## config.mk

```make
export PLATFORM = sky130hd
export DESIGN_NAME = csa_conv_accumulator
export DESIGN_NICKNAME = d
export VERILOG_FILES = /design/src/rtl/csa_conv_accumulator.sv
export SDC_FILE = /design/constraint.sdc
export NUM_CORES = 1
export LEC_CHECK = 0
export CORE_ASPECT_RATIO = 2
export CORE_UTILIZATION = 35
export DETAILED_ROUTE_END_ITERATION = 16
export PLACE_DENSITY = 0.63
export SYNTH_ARGS = -nofsm -noshare
export SYNTH_HDL_FRONTEND = slang
export SYNTH_SLANG_ARGS = --single-unit
export TNS_END_PERCENT = 30
```

## constraint.sdc

```tcl
create_clock -name clk -period 7.4 [get_ports clk]
set_clock_uncertainty 0.15 [all_clocks]
set_input_delay 1.11 -clock clk [delete_from_list [all_inputs] [get_ports clk]]
set_output_delay 1.11 -clock clk [all_outputs]
set_load 0.01 [all_outputs]
```

## src/rtl/csa_conv_accumulator.sv

```systemverilog
// rtl/csa_conv_accumulator.sv - carry-save window accumulator; CSA_CONV_ACC_SATURATE_EN clamps out_sum
module csa_conv_accumulator #(
    parameter int PW    = 21,
    parameter int KTAPS = 9,
    parameter int AW    = PW + 4,
    parameter int OW    = 16
) (
    input  logic          clk,
    input  logic          rst,
    input  logic          in_valid,
    output logic          in_ready,
    input  logic [PW-1:0] in_s,
    input  logic [PW-1:0] in_c,
    output logic          out_valid,
    input  logic          out_ready,
    output logic [OW-1:0] out_sum,
    output logic          out_ovf
);
    localparam int CW = $clog2(KTAPS);

    typedef enum logic [1:0] {ST_ACC, ST_RESOLVE, ST_HOLD} state_t;

    state_t        state_q, state_d;
    logic [CW-1:0] tap_cnt_q, tap_cnt_d;
    logic [AW-1:0] acc_s_q, acc_s_d;
    logic [AW-1:0] acc_c_q, acc_c_d;
    logic [OW-1:0] out_sum_q, out_sum_d;
    logic          out_ovf_q, out_ovf_d;

    logic [AW-1:0] in_s_x, in_c_x;
    logic [AW-1:0] l1_s, l1_c, l2_s, l2_c;
    logic [AW-1:0] total;
    logic          total_ovf;

    // Two 3:2 levels; carries out of the top bit are dropped because the window total fits in AW
    always_comb begin
        in_s_x    = AW'(in_s);
        in_c_x    = AW'(in_c);
        l1_s      = acc_s_q ^ acc_c_q ^ in_s_x;
        l1_c      = ((acc_s_q & acc_c_q) | (acc_s_q & in_s_x) | (acc_c_q & in_s_x)) << 1;
        l2_s      = l1_s ^ l1_c ^ in_c_x;
        l2_c      = ((l1_s & l1_c) | (l1_s & in_c_x) | (l1_c & in_c_x)) << 1;
        total     = acc_s_q + acc_c_q;
        total_ovf = |total[AW-1:OW];
    end

    always_comb begin
        state_d   = state_q;
        tap_cnt_d = tap_cnt_q;
        acc_s_d   = acc_s_q;
        acc_c_d   = acc_c_q;
        out_sum_d = out_sum_q;
        out_ovf_d = out_ovf_q;
        in_ready  = 1'b0;
        out_valid = 1'b0;
        case (state_q)
            ST_ACC: begin
                in_ready = 1'b1;
                if (in_valid) begin
                    acc_s_d = l2_s;
                    acc_c_d = l2_c;
                    if (tap_cnt_q == CW'(KTAPS - 1)) begin
                        tap_cnt_d = '0;
                        state_d   = ST_RESOLVE;
                    end else begin
                        tap_cnt_d = tap_cnt_q + CW'(1);
                    end
                end
            end
            ST_RESOLVE: begin
                out_ovf_d = total_ovf;
`ifdef CSA_CONV_ACC_SATURATE_EN
                out_sum_d = total_ovf ? {OW{1'b1}} : total[OW-1:0];
`else
                out_sum_d = total[OW-1:0];
`endif
                acc_s_d   = '0;
                acc_c_d   = '0;
                state_d   = ST_HOLD;
            end
            ST_HOLD: begin
                out_valid = 1'b1;
                if (out_ready) begin
                    state_d = ST_ACC;
                end
            end
            default: state_d = ST_ACC;
        endcase
    end

    always_ff @(posedge clk) begin
        if (rst) begin
            state_q   <= ST_ACC;
            tap_cnt_q <= '0;
            acc_s_q   <= '0;
            acc_c_q   <= '0;
            out_sum_q <= '0;
            out_ovf_q <= 1'b0;
        end else begin
            state_q   <= state_d;
            tap_cnt_q <= tap_cnt_d;
            acc_s_q   <= acc_s_d;
            acc_c_q   <= acc_c_d;
            out_sum_q <= out_sum_d;
            out_ovf_q <= out_ovf_d;
        end
    end

    assign out_sum = out_sum_q;
    assign out_ovf = out_ovf_q;

endmodule
```

Word level (Yosys, flattened, before mapping). Cells that the tools add are included.

Register bits after elaboration: 73. Input port bits: 46. Logic and storage cells: 45.

Add/subtract/negate cells: 2. Equality and inequality tests: 6. Multiplexer cells: 11. Bitwise gates (word level): 14. Reduce and logical (&&, ||, !) cells: 6.

Operators by type and width (number): 25-bit one-hot mux with 2 select lines (2); 24-bit by 21-bit AND with 24-bit output (4); 24-bit bitwise OR (4); 25-bit 2-to-1 mux (2); 25-bit by 21-bit bitwise XOR with 25-bit output (2); 25-bit bitwise XOR (2); 24-bit AND (2); 25-bit adder (1); 9-bit OR reduction (1); 2-bit 2-to-1 mux (3); 2-bit inequality test (second input constant) (3); 2-bit one-hot mux with 3 select lines (1); 4-bit by 1-bit adder with 4-bit output (second input constant) (1); 4-bit == test (second input constant) (1); 4-bit 2-to-1 mux (1); 2-bit AND reduction (2); 3-bit AND reduction (1); 2-bit by 1-bit == test with 1-bit output (second input constant) (1); 2-bit == test (second input constant) (1); 2-bit zero test (1); 1-bit 2-to-1 mux (2); 2-bit nonzero test (1).

Logic depth before layout (Yosys ltp). Gate-level depths: netlist of run 1.

Depth after elaboration: 8. Depth in mapped cells: 10. Gate-level depth less buffers: 10.

Worst setup path after synthesis of run 1. OpenSTA, ideal clock, no wires.

Path kind: input-to-reg. From: in in_s[1]. To: reg acc_s_q[1]. Library setup time: 0.128 ns. Arrival time: 2.381 ns. Required time: 7.122 ns. Slack: 4.741 ns. Cell stages on the path: 6. Cells stage by stage: fa_1 inv_1 fa_1 nor2_1 a31oi_1 nor2_1.

Cells in the longest elaborated chain, start to end: 5.

RTL lines: from (decl) (RTL line 12) `input logic [PW-1:0] in_s,`; 25-bit by 21-bit bitwise XOR with 25-bit output (RTL line 39) `l1_s = acc_s_q ^ acc_c_q ^ in_s_x;`; 25-bit bitwise XOR (RTL line 41) `l2_s = l1_s ^ l1_c ^ in_c_x;`; 25-bit by 21-bit bitwise XOR with 25-bit output (RTL line 41); 25-bit 2-to-1 mux (RTL line 59) `if (in_valid) begin`; 25-bit one-hot mux with 2 select lines (RTL line 56) `case (state_q)`; to (signal assigned) (RTL line 102) `acc_s_q <= acc_s_d;`; to (decl) (RTL line 25) `logic [AW-1:0] acc_s_q, acc_s_d;`.

Every way passes these cells. The select of a mux whose other input is x is not followed. A chain may end at the register's enable or synchronous reset.

Worst setup path in the final report of run 1.
From: reg acc_s_q[1]. To: reg out_ovf_q (netlist: out_ovf).

Cells in the longest elaborated chain, start to end: 2.

RTL lines: 25-bit adder (RTL line 43) `total = acc_s_q + acc_c_q;`; 9-bit OR reduction (RTL line 44) `total_ovf = |total[AW-1:OW];`; to (signal assigned) (RTL line 105) `out_ovf_q <= out_ovf_d;`; to (decl) (RTL line 28) `logic out_ovf_q, out_ovf_d;`.

Every way passes these cells.

==> results of run 1 <==
## power groups by stage
stage	Combinational (W)	Sequential (W)	Clock, W
3_5_place_dp	0.000401	0.000479	0
6_report	0.000396	0.000469	0.000386
2_1_floorplan	0.000288	0.000465	0
4_1_cts	0.000403	0.000471	0.000393
5_1_grt	0.000455	0.000476	0.000411
3_3_place_gp	0.000382	0.000477	0
## logic make-up after synthesis
kind of cell             count (synthesis)  share of synthesized area, %
AO/OA/AOI/OAI                          154                          18.5
XOR/XNOR                                15                          2.66
adder cells (fa/ha/maj)                 73                          25.0
buffers and inverters                   49                          4.15
flip-flops                              72                          29.2
multiplexers                             2                         0.405
AND/OR/NAND/NOR                        212                          20.0
## synthesized netlist by cell type (all sizes together) (4+ instances only)
library cell  count  area [um^2]
buf              13         68.8
a21o              7         52.6
a21oi            86          434
nor4              4         25.0
o21ai            24          120
nand2b            5         31.3
ha               30          375
and3              6         40.0
xor2              4         35.0
nor3              5         25.0
nand3b            4         30.0
a31oi             8         50.1
xnor2            11         96.3
nand3            55          275
dfxtp            72         1440
clkbuf           22         83.8
a211oi           10         80.1
nor2             29          109
fa               43          861
and2              6         40.0
nand2            84          315
inv              14         52.6
## stage by stage
stage / total power [W] / setup slack, ns / instance area [um^2] / std cells / hold slack (ns)
2_1_floorplan: 0.000753 / 4.74 / 4940 / 577 / 0.299
3_3_place_gp: 0.000859 / 4.21 / 5700 / 800 / 0.294
3_5_place_dp: 0.000880 / 4.18 / 5700 / 800 / 0.295
4_1_cts: 0.00127 / 4.36 / 5950 / 815 / 0.302
5_1_grt: 0.00134 / 4.11 / 5950 / 815 / 0.314
6_report: 0.00125 / 4.33 / 5950 / 815 / 0.299
## state kept, by name (all words and copies together) (netlist names)
register   flops
state_q        2
acc_c_q       24
tap_cnt_q      4
out_sum       16
acc_s_q       25
out_ovf        1
## critical path: cells and delay by family, from the launching register on
family / cells / cell delay (ns)
AO/OA/AOI/OAI: 6 / 1.49
adder cells (fa/ha/maj): 2 / 0.66
flip-flops: 1 / 0.34
AND/OR/NAND/NOR: 2 / 0.29
## per-layer routing
metal,global-route usage [%],wire length (um)
met4,10.3,514
met5,0,0
met1,18.5,4560
met3,2.76,304
met2,37.5,7690
## final cells by class
| type | instances | area (um^2) |
|---|---|---|
| clock buffer | 11 | 233 |
| multi-input combinational | 456 | 3290 |
| inverter | 14 | 52.6 |
| clock inverter | 4 | 22.5 |
| tap | 189 | 236 |
| timing repair buffer | 69 | 673 |
| sequential | 72 | 1440 |
| fill | 1355 | 7860 |
## worst paths after layout
| check | cells after the start | from | end | slack (ns) |
|---|---|---|---|---|
| min | 2 | out_sum[4] | out_sum[4] | 0.30 |
| max reg2reg | 10 | acc_s_q[1] | out_ovf | 4.33 |
| min reg2reg | 2 | out_sum[4] | out_sum[4] | 0.30 |
| max | 10 | acc_s_q[1] | out_ovf | 4.33 |
==> results.cfg, run 1 <==
[cts]
clock_latency_ns = 0.33
cts_tree = built
cts_buffers = 9
htreeDepth = 3
cts_setup_buffers = 0
clk_pin_slew_worst_paths_ns = 0.06
cts_resized = 0
root_buffer = clkbuf_16
clockBufferDepth = 2
hold_buffers = 0
cts_sinks = 72

[final_layout]
num-nets-final = 741
final_cell_mix = 85 x a21oi_1, 84 x nand2_1, 72 x dfxtp_1
diodes = 0
synthToLayoutAreaGrowth_pct = 20.5
final_common_cell = a21oi_1
drive_above_1_share_pct = 5.11
fin_util_pct = 43.1

[floorplanning]
io_pins = 65
die_h_um = 170
die-area_mm2 = 0.0146
die_w_um = 86.0
row_count = 61
initial_core_util_pct = 35.7
design.core.area_mm2 = 0.0138

[power_and_ir_drop]
switchingPower_w = 0.000425
combPwrFrac_pct = 31.6
leakage_nw = 2.31
internal-power_w = 0.000826
irDropWorstVdd_uv = 110
power.density_mw_per_mm2 = 210
p_clk_share_pct = 30.8
switching_share_pct = 34.0
seqPwrFrac_pct = 37.5

[worst_setup_path]
crit_path_max_fanout = 4
setup.worst_path.end_class = register
crit_chain = ha_1, fa_1, a211oi_1, o21bai_1, o21ai_1, nor4_1, a2111oi_0, nand3b_1, a2111oi_2, a31oi_1
start_kind = register
required_ns = 7.46
cpMaxStageDelayCell = a2111oi_0
path_class = reg2reg
slowest_delay_ns = 0.46
critical_path_arrival_ns = 3.13

[timing]
drv_slew = 0
max_freq_mhz = 326
hold_violations = 0
rsz0062_at_grt = false
period_share_pct = 41.5
finalSetupViolations = 0
period_minus_slack_ns = 3.07
worstMarginPinSlew_ns = 0.789
relSlewSlack_pct = 47.4
tns_ns = 0

[outcome]
status = complete, but fails checks
violations = DRC

[yosys]
synth_nets = 696
synthCells = 577
ys_seq_area_share_pct = 29.2
netlist_area_mm2 = 0.00494
async_flop_share_pct = 0
synth_warnings = 0
synth.distinct_cells = 53
ys.flop_type = dfxtp_1
ys_ff_latch = 72
synth.avg_cell_area_um2 = 8.56
synth-edff-count = 0

[drt]
via_per_inst = 5.27
routed_wirelength_um = 13100
vias = 4292
drc = 2
ant_nets = 0
drtPass1Iterations = 11
drt_iter0_drc = 238
wl_per_cell_um = 16.0

[placed_design]
io_buffers = 64
hpwl_um = 9930
gp_congestion = 0.947

[global_route]
antenna_found_initial = 0
grt_first_pass_wirelength_um = 21500
grt_max_degree = 73
grt-ovfl-total = 0
grt_pass1_vias = 4409
grt_use_total_pct = 19.1

[min_path]
hold_class = reg2reg

[flow_run]
cap_violations = 0
Power figures use the tool's default switching activity.
==> run 2, diff against run 1 <==
Clock period 7.4 ns to 3 ns, I/O delays scaled along.
==> results.cfg, run 2 (synthesis gave the netlist of run 1 again) <==
[outcome]
status = complete, but fails checks
violations = DRC

[drt]
ant_nets = 0
drtPass1Iterations = 10
routed_wirelength_um = 13300
vias = 4311
via_per_inst = 5.26
wl_per_cell_um = 16.2
drc = 2
drt_iter0_drc = 114

[power_and_ir_drop]
switching_share_pct = 34.1
p_clk_share_pct = 30.7
switchingPower_w = 0.00106
seqPwrFrac_pct = 37.1
irDropWorstVdd_uv = 243
combPwrFrac_pct = 32.2
power.density_mw_per_mm2 = 513
leakage_nw = 2.35
internal-power_w = 0.00204

[worst_setup_path]
setup.worst_path.end_class = register
critical_path_arrival_ns = 2.87
required_ns = 3.06
reg2reg_depth = 10
r2r_end = out_ovf
path_class = reg2reg
cpMaxStageDelayCell = fa_2
slowest_delay_ns = 0.39
crit_chain = ha_2, fa_2, a211oi_4, o21bai_2, o211ai_1, a21oi_1, and3b_1, o21ai_0, a2111oi_2, a31oi_1
crit_path_max_fanout = 4
r2r-start = acc_s_q[1]
regToRegSetupSlack_ns = 0.19
start_kind = register
worstSetupStartpoint = acc_s_q[1]

[cts]
htreeDepth = 3
clock_latency_ns = 0.33
hold_buffers = 0
cts_sinks = 72
cts_tree = built
root_buffer = clkbuf_16
clk_pin_slew_worst_paths_ns = 0.06
clockBufferDepth = 2
cts_buffers = 9

[final_layout]
num-nets-final = 746
largest_reg_flops = 25
diodes = 0
multi_input_comb_area_mm2 = 0.00332
fillers = 1392
largest_register = acc_s_q
final_cell_mix = 84 x nand2_1, 84 x a21oi_1, 72 x dfxtp_1
layoutNonFillerInstCount = 820
synthToLayoutAreaGrowth_pct = 22.3
seqCellArea_mm2 = 0.00144
drive_above_1_share_pct = 6.66

[timing]
tns_ns = 0
drv_slew = 0
relSlewSlack_pct = 46.4
rsz0062_at_grt = false
finalSetupViolations = 0
max_freq_mhz = 355
hold_violations = 0
worstMarginPinSlew_ns = 0.803
period_minus_slack_ns = 2.81
period_share_pct = 93.8

[flow_run]
cap_violations = 0

[global_route]
grt_pass1_vias = 4611
grt_max_degree = 66
grt_first_pass_wirelength_um = 22000
grt-ovfl-total = 0
antenna_found_initial = 0
grt_use_total_pct = 19.5

[floorplanning]
design.core.area_mm2 = 0.0138
die-area_mm2 = 0.0146
die_h_um = 170
io_pins = 65
die_w_um = 86.0
row_count = 61
initial_core_util_pct = 35.7

[min_path]
min_from = out_sum[4]
holdPathStages = 2
hold_class = reg2reg
whs_endpoint = out_sum[4]

[placed_design]
io_buffers = 64
placedCellCount = 804
gp_congestion = 0.871
hpwl_um = 10400
[run 2: critical path: cells and delay by family, from the launching register on]
kind	cells	cell delay [ns]
compound gates	7	1.34
flops	1	0.34
fa+ha+maj	2	0.61
simple gates	1	0.25
[run 2: stage by stage]
stage          area, um^2  hold slack (ns)  setup slack [ns]  util (%)  power [W]
2_1_floorplan        4940            0.299             0.342         -    0.00186
3_3_place_gp         5750            0.295             0.105      41.6    0.00213
3_5_place_dp         5750            0.300           0.00286      41.6    0.00217
4_1_cts              6010            0.306            0.0830      43.5    0.00313
5_1_grt              6040            0.330            0.0175      43.7    0.00332
6_report             6040            0.305             0.187      43.7    0.00310
[run 2: layout make-up]
cell class | instances | share of cell area, %
Multi-Input combinational cell | 456 | 55.0
Sequential cell | 72 | 23.9
Timing Repair Buffer | 74 | 12.2
Tap cell | 189 | 3.91
Clock buffer | 11 | 3.85
Inverter | 14 | 0.870
Clock inverter | 4 | 0.373
[run 2: what timing repair did]
item                       CTS  global route
pin swaps                    1             5
setup endpoints to repair    1             3
cloned                       0             0
resized for setup            0             6
buffers inserted             0             1
[run 2: per-layer routing]
layer	vias up	wire length [um]	global-route usage [%]
met5	-	0	0
met4	0	852	13.9
met3	52	339	2.96
met2	97	7640	37.5
met1	2053	4480	18.0
li1	2109	-	-
[run 2: how the worst max path moves through the flow]
stage                    to  slack, ns  cells after the start
detailed placement  out_ovf      0.003                     10
global placement    out_ovf       0.11                     10
global route        out_ovf       0.02                     10
finish              out_ovf       0.19                     10
CTS                 out_ovf       0.08                      9
floorplan           out_ovf       0.34                     10
[run 2: power groups by stage]
stage | clock, W | combinational, W | sequential (W)
floorplan | 0 | 0.000711 | 0.00115
global placement | 0 | 0.000965 | 0.00117
detailed placement | 0 | 0.000999 | 0.00117
CTS | 0.000971 | 0.00100 | 0.00115
global route | 0.00101 | 0.00114 | 0.00117
finish | 0.000951 | 0.000998 | 0.00115
==> run 3, diff against run 2 <==
Settings changed: CTS_CLUSTER_DIAMETER set to 120, HOLD_SLACK_MARGIN set to 0.06.
==> results of run 3 <==
Final layout, timing and power as in run 2 (identical DEF).
